### src/rtl/alarm_pkg.sv
// Shared types and constants for the watch mode/alarm controller.
// Digit limits bound each BCD edit position; the alarm resets to 07:00.
package alarm_pkg;

    typedef enum logic [1:0] {
        RUN       = 2'd0,
        SET_TIME  = 2'd1,
        SET_ALARM = 2'd2,
        RING      = 2'd3
    } mode_t;

    typedef enum logic [1:0] {
        D_HD = 2'd0,
        D_HO = 2'd1,
        D_MD = 2'd2,
        D_MO = 2'd3
    } digit_t;

    localparam logic [3:0] HD_MAX    = 4'd2;
    localparam logic [3:0] HO_MAX    = 4'd9;
    localparam logic [3:0] HO_MAX_20 = 4'd3;
    localparam logic [3:0] MD_MAX    = 4'd5;
    localparam logic [3:0] MO_MAX    = 4'd9;

    localparam logic [3:0] ALARM_RST_HD = 4'd0;
    localparam logic [3:0] ALARM_RST_HO = 4'd7;
    localparam logic [3:0] ALARM_RST_MD = 4'd0;
    localparam logic [3:0] ALARM_RST_MO = 4'd0;

    // Wraps to 0 at the limit; anything already past it (bad BCD) also goes to 0.
    function automatic logic [3:0] bcd_inc(input logic [3:0] val, input logic [3:0] max);
        return (val >= max) ? 4'd0 : val + 4'd1;
    endfunction

endpackage

### src/rtl/alarm_digit_edit.sv
// Four-digit BCD edit buffer with a digit pointer, bulk load and
// per-digit increment that keeps hours within 00..23.
module alarm_digit_edit
    import alarm_pkg::*;
(
    input  logic       clk,
    input  logic       rst,
    input  logic       load,
    input  logic [3:0] src_hd,
    input  logic [3:0] src_ho,
    input  logic [3:0] src_md,
    input  logic [3:0] src_mo,
    input  logic       next,
    input  logic       inc,
    output logic [3:0] edit_hd,
    output logic [3:0] edit_ho,
    output logic [3:0] edit_md,
    output logic [3:0] edit_mo,
    output logic [1:0] edit_digit
);

    digit_t     sel;
    logic [3:0] hd_new;
    logic [3:0] ho_max;

    assign sel    = digit_t'(edit_digit);
    assign hd_new = bcd_inc(edit_hd, HD_MAX);
    assign ho_max = (edit_hd == HD_MAX) ? HO_MAX_20 : HO_MAX;

    always_ff @(posedge clk) begin
        if (rst) begin
            edit_hd    <= 4'd0;
            edit_ho    <= 4'd0;
            edit_md    <= 4'd0;
            edit_mo    <= 4'd0;
            edit_digit <= 2'd0;
        end else if (load) begin
            edit_hd    <= src_hd;
            edit_ho    <= src_ho;
            edit_md    <= src_md;
            edit_mo    <= src_mo;
            edit_digit <= 2'd0;
        end else if (next) begin
            edit_digit <= edit_digit + 2'd1;
        end else if (inc) begin
            unique case (sel)
                D_HD: begin
                    edit_hd <= hd_new;
                    // Stepping into the 20s must not leave an hour like 27.
                    if (hd_new == HD_MAX && edit_ho > HO_MAX_20)
                        edit_ho <= HO_MAX_20;
                end
                D_HO: edit_ho <= bcd_inc(edit_ho, ho_max);
                D_MD: edit_md <= bcd_inc(edit_md, MD_MAX);
                D_MO: edit_mo <= bcd_inc(edit_mo, MO_MAX);
            endcase
        end
    end

endmodule

### src/rtl/alarm_ctrl.sv
// Watch mode sequencer: time/alarm setting, alarm compare and bounded
// buzzer ring, plus the display source mux.
module alarm_ctrl
    import alarm_pkg::*;
#(
    parameter int RING_SECONDS = 30
) (
    input  logic       clk,
    input  logic       rst,
    input  logic       btn_mode,
    input  logic       btn_next,
    input  logic       btn_inc,
    input  logic       sec_tick,
    input  logic [3:0] now_hd,
    input  logic [3:0] now_ho,
    input  logic [3:0] now_md,
    input  logic [3:0] now_mo,
    output logic       load_en,
    output logic [3:0] set_hd,
    output logic [3:0] set_ho,
    output logic [3:0] set_md,
    output logic [3:0] set_mo,
    output logic [3:0] disp_hd,
    output logic [3:0] disp_ho,
    output logic [3:0] disp_md,
    output logic [3:0] disp_mo,
    output logic [1:0] edit_digit,
    output logic       blink,
    output logic [1:0] mode,
    output logic       alarm_armed,
    output logic       buzzer
);

    localparam logic [7:0] RING_LOAD = 8'(RING_SECONDS);

    mode_t      state, state_nx;
    logic [3:0] alarm_hd, alarm_ho, alarm_md, alarm_mo;
    logic [3:0] edit_hd, edit_ho, edit_md, edit_mo;
    logic [3:0] src_hd, src_ho, src_md, src_mo;
    logic [7:0] ring_cnt;
    logic       match_done;
    logic       match, any_btn, set_mode, trigger;
    logic       ed_load, ed_next, ed_inc;

    assign match    = {now_hd, now_ho, now_md, now_mo} ==
                      {alarm_hd, alarm_ho, alarm_md, alarm_mo};
    assign any_btn  = btn_mode | btn_next | btn_inc;
    assign set_mode = (state == SET_TIME) || (state == SET_ALARM);
    assign trigger  = (state == RUN) && alarm_armed && match && !match_done;

    always_comb begin
        state_nx = state;
        unique case (state)
            RUN:       if (btn_mode) state_nx = SET_TIME;
                       else if (trigger) state_nx = RING;
            SET_TIME:  if (btn_mode) state_nx = SET_ALARM;
            SET_ALARM: if (btn_mode) state_nx = RUN;
            RING:      if (any_btn || (sec_tick && ring_cnt <= 8'd1)) state_nx = RUN;
        endcase
    end

    // Entering SET_TIME edits the live time; entering SET_ALARM edits the alarm.
    assign ed_load = btn_mode && ((state == RUN) || (state == SET_TIME));
    assign ed_next = set_mode && !btn_mode && btn_next;
    assign ed_inc  = set_mode && !btn_mode && !btn_next && btn_inc;
    assign src_hd  = (state == RUN) ? now_hd : alarm_hd;
    assign src_ho  = (state == RUN) ? now_ho : alarm_ho;
    assign src_md  = (state == RUN) ? now_md : alarm_md;
    assign src_mo  = (state == RUN) ? now_mo : alarm_mo;

    alarm_digit_edit u_edit (
        .clk        (clk),
        .rst        (rst),
        .load       (ed_load),
        .src_hd     (src_hd),
        .src_ho     (src_ho),
        .src_md     (src_md),
        .src_mo     (src_mo),
        .next       (ed_next),
        .inc        (ed_inc),
        .edit_hd    (edit_hd),
        .edit_ho    (edit_ho),
        .edit_md    (edit_md),
        .edit_mo    (edit_mo),
        .edit_digit (edit_digit)
    );

    always_ff @(posedge clk) begin
        if (rst) begin
            state       <= RUN;
            alarm_hd    <= ALARM_RST_HD;
            alarm_ho    <= ALARM_RST_HO;
            alarm_md    <= ALARM_RST_MD;
            alarm_mo    <= ALARM_RST_MO;
            alarm_armed <= 1'b0;
            buzzer      <= 1'b0;
            load_en     <= 1'b0;
            set_hd      <= 4'd0;
            set_ho      <= 4'd0;
            set_md      <= 4'd0;
            set_mo      <= 4'd0;
            ring_cnt    <= 8'd0;
            match_done  <= 1'b0;
            blink       <= 1'b0;
        end else begin
            state      <= state_nx;
            buzzer     <= (state_nx == RING);
            load_en    <= 1'b0;
            // Tracks equality every cycle so a match seen in any mode fires at most once.
            match_done <= match;

            if ((state_nx == RUN) || (state_nx == RING))
                blink <= 1'b0;
            else if (set_mode && sec_tick)
                blink <= ~blink;

            if ((state == RUN) && !btn_mode && btn_next)
                alarm_armed <= ~alarm_armed;

            if (trigger && !btn_mode)
                ring_cnt <= RING_LOAD;
            else if ((state == RING) && sec_tick && (ring_cnt != 8'd0))
                ring_cnt <= ring_cnt - 8'd1;

            if ((state == SET_TIME) && btn_mode) begin
                set_hd  <= edit_hd;
                set_ho  <= edit_ho;
                set_md  <= edit_md;
                set_mo  <= edit_mo;
                load_en <= 1'b1;
            end

            if ((state == SET_ALARM) && btn_mode) begin
                alarm_hd    <= edit_hd;
                alarm_ho    <= edit_ho;
                alarm_md    <= edit_md;
                alarm_mo    <= edit_mo;
                alarm_armed <= 1'b1;
            end
        end
    end

    assign mode    = state;
    assign disp_hd = set_mode ? edit_hd : now_hd;
    assign disp_ho = set_mode ? edit_ho : now_ho;
    assign disp_md = set_mode ? edit_md : now_md;
    assign disp_mo = set_mode ? edit_mo : now_mo;

endmodule

### config.mk
export PLATFORM = sky130hd
export DESIGN_NAME = alarm_ctrl
export DESIGN_NICKNAME = d
export VERILOG_FILES = /design/src/rtl/alarm_pkg.sv /design/src/rtl/alarm_digit_edit.sv /design/src/rtl/alarm_ctrl.sv
export SDC_FILE = /design/constraint.sdc
export NUM_CORES = 1
export LEC_CHECK = 0
export ABC_AREA = 1
export CORE_MARGIN = 10
export CORE_UTILIZATION = 45
export DETAILED_ROUTE_END_ITERATION = 10
export PLACE_DENSITY = 0.77
export SLEW_MARGIN = 20
export SYNTH_ARGS = -nofsm -noshare
export SYNTH_HDL_FRONTEND = slang
export SYNTH_SLANG_ARGS = --single-unit
### constraint.sdc
create_clock -name clk -period 2.5 [get_ports clk]
set_clock_uncertainty 0.2 [all_clocks]
set_input_delay 0.5 -clock clk [delete_from_list [all_inputs] [get_ports clk]]
set_output_delay 0.5 -clock clk [all_outputs]
set_load 0.005 [all_outputs]
==> flow_results.xml <==
<?xml version="1.0" encoding="UTF-8"?>
<metrics>
  <group name="power_and_ir_drop">
    <metric name="ir_worst_vdd" unit="mV">0.388</metric>
    <metric name="leakage" unit="nW">2.22</metric>
    <metric name="power.density_cell_area" unit="nW/um^2">600</metric>
    <metric name="power.share.clock" unit="">0.302</metric>
    <metric name="power.net_switching" unit="mW">0.935</metric>
    <metric name="power_report.internal_total" unit="mW">1.98</metric>
    <metric name="power_frac_comb" unit="">0.293</metric>
    <metric name="power_switching_share" unit="">0.321</metric>
    <metric name="seq_pwr_share" unit="">0.405</metric>
  </group>
  <group name="global_route">
    <metric name="grt_usage" unit="">0.168</metric>
    <metric name="grt_pass1_wl" unit="mm">17.7</metric>
    <metric name="grt_start_max_net_pins" unit="">46</metric>
    <metric name="grt-ovfl-total" unit="">0</metric>
    <metric name="grt_antenna_before_repair" unit="">0</metric>
    <metric name="grt_pass1_vias" unit="">3822</metric>
  </group>
  <group name="critical_path">
    <metric name="timing.critical_path.from" unit="">mode[0]</metric>
    <metric name="worst-endpoint-required" unit="ns">1.80</metric>
    <metric name="r2r_setup_slack" unit="ns">0.28</metric>
    <metric name="timing.rr.end" unit="">u_edit.edit_md[3]</metric>
    <metric name="timing.critical_path.fanout_max" unit="">15</metric>
    <metric name="r2r_cells" unit="">9</metric>
    <metric name="timing.critical_path.from_type" unit="">flip-flop</metric>
    <metric name="worstSetupPathType" unit="">flip-flop to output port</metric>
    <metric name="reg_to_reg_critical_path_startpoint" unit="">mode[0]</metric>
    <metric name="end_kind" unit="">output port</metric>
    <metric name="arrival" unit="ns">1.69</metric>
  </group>
  <group name="finish">
    <metric name="drive_gt1_frac" unit="">0.0933</metric>
    <metric name="fillCellCount" unit="">729</metric>
    <metric name="registers.top_by_ff_count" unit="">ring_cnt</metric>
    <metric name="layout.cells.most_common" unit="">nand2_1</metric>
    <metric name="ff_latch_area" unit="sq um">1300</metric>
    <metric name="nNetsFinal" unit="">693</metric>
    <metric name="synthToLayoutAreaGrowth" unit="%">28.7</metric>
    <metric name="insertedDiodeCount" unit="">0</metric>
    <metric name="largest_register_ff_count" unit="">8</metric>
    <metric name="multiInputGateArea" unit="sq um">2090</metric>
    <metric name="layout.cells.most_common_list" unit="">nand2_1 (132), inv_1 (75), dfxtp_1 (65), o21ai_0 (62), nor2_1 (55)</metric>
  </group>
  <group name="logic_synthesis">
    <metric name="yosysSeqAreaShare" unit="">0.346</metric>
    <metric name="synth.distinct_cells" unit="">31</metric>
    <metric name="ys.warnings.count" unit="">0</metric>
    <metric name="synth_mux_area_frac" unit="">0</metric>
    <metric name="main_combinational_cell_family_by_area_after_synthesis" unit="">simple AND/OR/NAND/NOR gates</metric>
    <metric name="synth_fa_ha_area_frac" unit="">0.0731</metric>
    <metric name="fraction_of_the_mapped_netlist_area_in_compound_gates" unit="">0.211</metric>
    <metric name="synth_area" unit="sq um">3760</metric>
    <metric name="number_of_flip_flops_and_latches_in_the_synthesized_netlist" unit="">65</metric>
    <metric name="synth_nets" unit="">614</metric>
    <metric name="synth-simple-area-share" unit="">0.246</metric>
    <metric name="synthesis.instances" unit="">570</metric>
    <metric name="syn_area_per_cell" unit="sq um">6.61</metric>
    <metric name="post_synth_xor_area_fraction" unit="">0.0209</metric>
  </group>
  <group name="clocking">
    <metric name="worst_setup_hold_path_clk_slew" unit="ns">0.07</metric>
    <metric name="htreeDepth" unit="">3</metric>
    <metric name="clock_latency" unit="ns">0.35</metric>
    <metric name="cts_tree" unit="">yes</metric>
    <metric name="cts_root_buffer" unit="">clkbuf_8</metric>
    <metric name="max-clock-path-buffers" unit="">2</metric>
    <metric name="cts.sink_count" unit="">65</metric>
    <metric name="cts.hold.buffers_added" unit="">0</metric>
    <metric name="cts_made_buffers" unit="">9</metric>
  </group>
  <group name="sta">
    <metric name="fin_ws" unit="ns">0.109</metric>
    <metric name="min_period_over_period" unit="">0.957</metric>
    <metric name="max_slew.worst_pin.slew" unit="ns">0.381</metric>
    <metric name="setup-violations-final" unit="">0</metric>
    <metric name="timing.hold.ws" unit="ns">0.288</metric>
    <metric name="post-route-min-period" unit="ns">2.39</metric>
    <metric name="slew_violations" unit="">0</metric>
    <metric name="clock.fmax" unit="MHz">418</metric>
    <metric name="timing.final.hold_violations" unit="">0</metric>
    <metric name="unrepaired_setup_endpoints_after_global_routing" unit="">no</metric>
    <metric name="relSlewSlack" unit="">0.744</metric>
  </group>
  <group name="job">
    <metric name="max_cap_viol_count" unit="">0</metric>
  </group>
  <group name="floorplan">
    <metric name="floorplan.die.height" unit="microns">111</metric>
    <metric name="row_count" unit="">33</metric>
    <metric name="floorplan.core_area" unit="sq um">8180</metric>
    <metric name="floorplan.die_area" unit="sq um">12400</metric>
    <metric name="io_pins" unit="">62</metric>
    <metric name="initial_utilization" unit="">0.461</metric>
    <metric name="dieWidth" unit="microns">111</metric>
  </group>
  <group name="placement">
    <metric name="gpl.final_weighted_congestion" unit="">0.904</metric>
    <metric name="preCtsSetupSlack" unit="ns">-0.0422</metric>
    <metric name="port_buffers" unit="">61</metric>
    <metric name="post-dp-hpwl" unit="mm">7.91</metric>
  </group>
  <group name="drt">
    <metric name="firstDrtPassIters" unit="">6</metric>
    <metric name="detail_route.vias_per_cell" unit="">5.19</metric>
    <metric name="ant_nets" unit="">0</metric>
    <metric name="drt_first_iter_violations" unit="">241</metric>
    <metric name="wl_per_cell" unit="microns">14.1</metric>
    <metric name="route.final.wire_length" unit="mm">10.7</metric>
    <metric name="vias" unit="">3942</metric>
    <metric name="drt_drc_violations_left" unit="">0</metric>
  </group>
  <group name="min_path">
    <metric name="min-delay-path-class" unit="">flip-flop to flip-flop</metric>
    <metric name="timing.hold.worst.start" unit="">set_md[2]</metric>
    <metric name="hold_path_end" unit="">set_md[2]</metric>
    <metric name="whs_path_depth" unit="">2</metric>
  </group>
  <group name="run_status">
    <metric name="outcome" unit="">finished clean</metric>
  </group>
</metrics>
power by group through the flow:
stage / sequential [mW] / clock, mW / combinational, mW
2_1_floorplan: 1.19 / 0 / 0.455
3_3_place_gp: 1.20 / 0 / 0.819
3_5_place_dp: 1.20 / 0 / 0.842
4_1_cts: 1.18 / 0.895 / 0.853
5_1_grt: 1.19 / 0.932 / 0.948
6_report: 1.18 / 0.879 / 0.852
through the flow:
stage | total power [mW] | setup TNS (ns) | util | cells | instance area, sq um
floorplan | 1.65 | 0 | - | 570 | 3760
global placement | 2.02 | -0.123 | 0.570 | 742 | 4660
CTS | 2.93 | 0 | 0.597 | 759 | 4880
detailed placement | 2.04 | -0.124 | 0.570 | 742 | 4660
global route | 3.07 | 0 | 0.593 | 759 | 4850
finish | 2.91 | 0 | 0.593 | 759 | 4850
layout make-up:
class                   count  share of cell area
flip-flops and latches     65               0.268
clock inverters             3             0.00826
repair buffers             91               0.175
well taps                 105              0.0271
inverters                  77              0.0596
clock buffers              13              0.0307
multi-input cells         405               0.431
cells in the mapped netlist:
cell type | number | area [sq um]
nand2_1 | 132 | 495
inv_1 | 75 | 282
o21ai_0 | 72 | 360
dfxtp_1 | 65 | 1300
nor2_1 | 55 | 206
a21oi_1 | 54 | 270
ha_1 | 22 | 275
nand3_1 | 22 | 110
clkbuf_1 | 16 | 60.1
o211ai_1 | 8 | 60.1
xor2_1 | 7 | 61.3
a31oi_1 | 5 | 31.3
nand4_1 | 5 | 31.3
buf_2 | 4 | 20.0
nor3_1 | 4 | 20.0
a211oi_1 | 3 | 22.5
nand2_2 | 3 | 18.8
buf_4 | 2 | 15.0
inv_2 | 2 | 7.51
nand3b_1 | 2 | 15.0
xnor2_1 | 2 | 17.5
and2_1 | 1 | 6.26
buf_1 | 1 | 3.75
nand2_4 | 1 | 11.3
nor2_4 | 1 | 11.3
o21a_1 | 1 | 7.51
o21ai_1 | 1 | 5.00
o21ai_2 | 1 | 8.76
o21ai_4 | 1 | 16.3
o22ai_1 | 1 | 6.26
o31ai_1 | 1 | 7.51
cell families (layout without fill, tap and decap cells):
group,count (synthesis),after routing
buf+inv,100,184
simple gates,226,226
flops,65,65
xor+xnor,9,9
fa+ha+maj,22,22
compound gates,148,148
worst max-delay path: stages (launching register included):
cell and delay [ns]:
dfxtp_1 0.34, inv_1 0.10, ha_4 0.28, buf_12 0.15, o21ai_0 0.20, dlygate4sd2_1 0.28
metal layers:
metal | global-route usage | wire (microns) | part of all wire | vias to the layer above
met1 | 0.200 | 4630 | 0.43 | 1767
met3 | 0.0429 | 861 | 0.081 | 21
met4 | 0.0746 | 249 | 0.023 | 0
met5 | 0 | 0 | 0 | -
li1 | - | - | - | 2000
met2 | 0.278 | 4960 | 0.46 | 154
timing repair:
action | in CTS | in global routing
gates cloned | 1 | 0
setup endpoints to repair | 16 | 8
gates resized for setup | 22 | 21
setup buffers | 0 | 0
worst max-delay path by stage:
stage                             to  slack [ns]  cells after the start
after floorplan           disp_ho[1]        0.38                      6
after global placement    disp_md[3]       -0.04                      4
after detailed placement  disp_ho[1]       -0.04                      4
after CTS                 disp_ho[0]      0.0008                      5
after global routing      disp_hd[3]        0.04                      6
final                     disp_ho[1]        0.11                      5
Power figures use the tool's default switching activity.
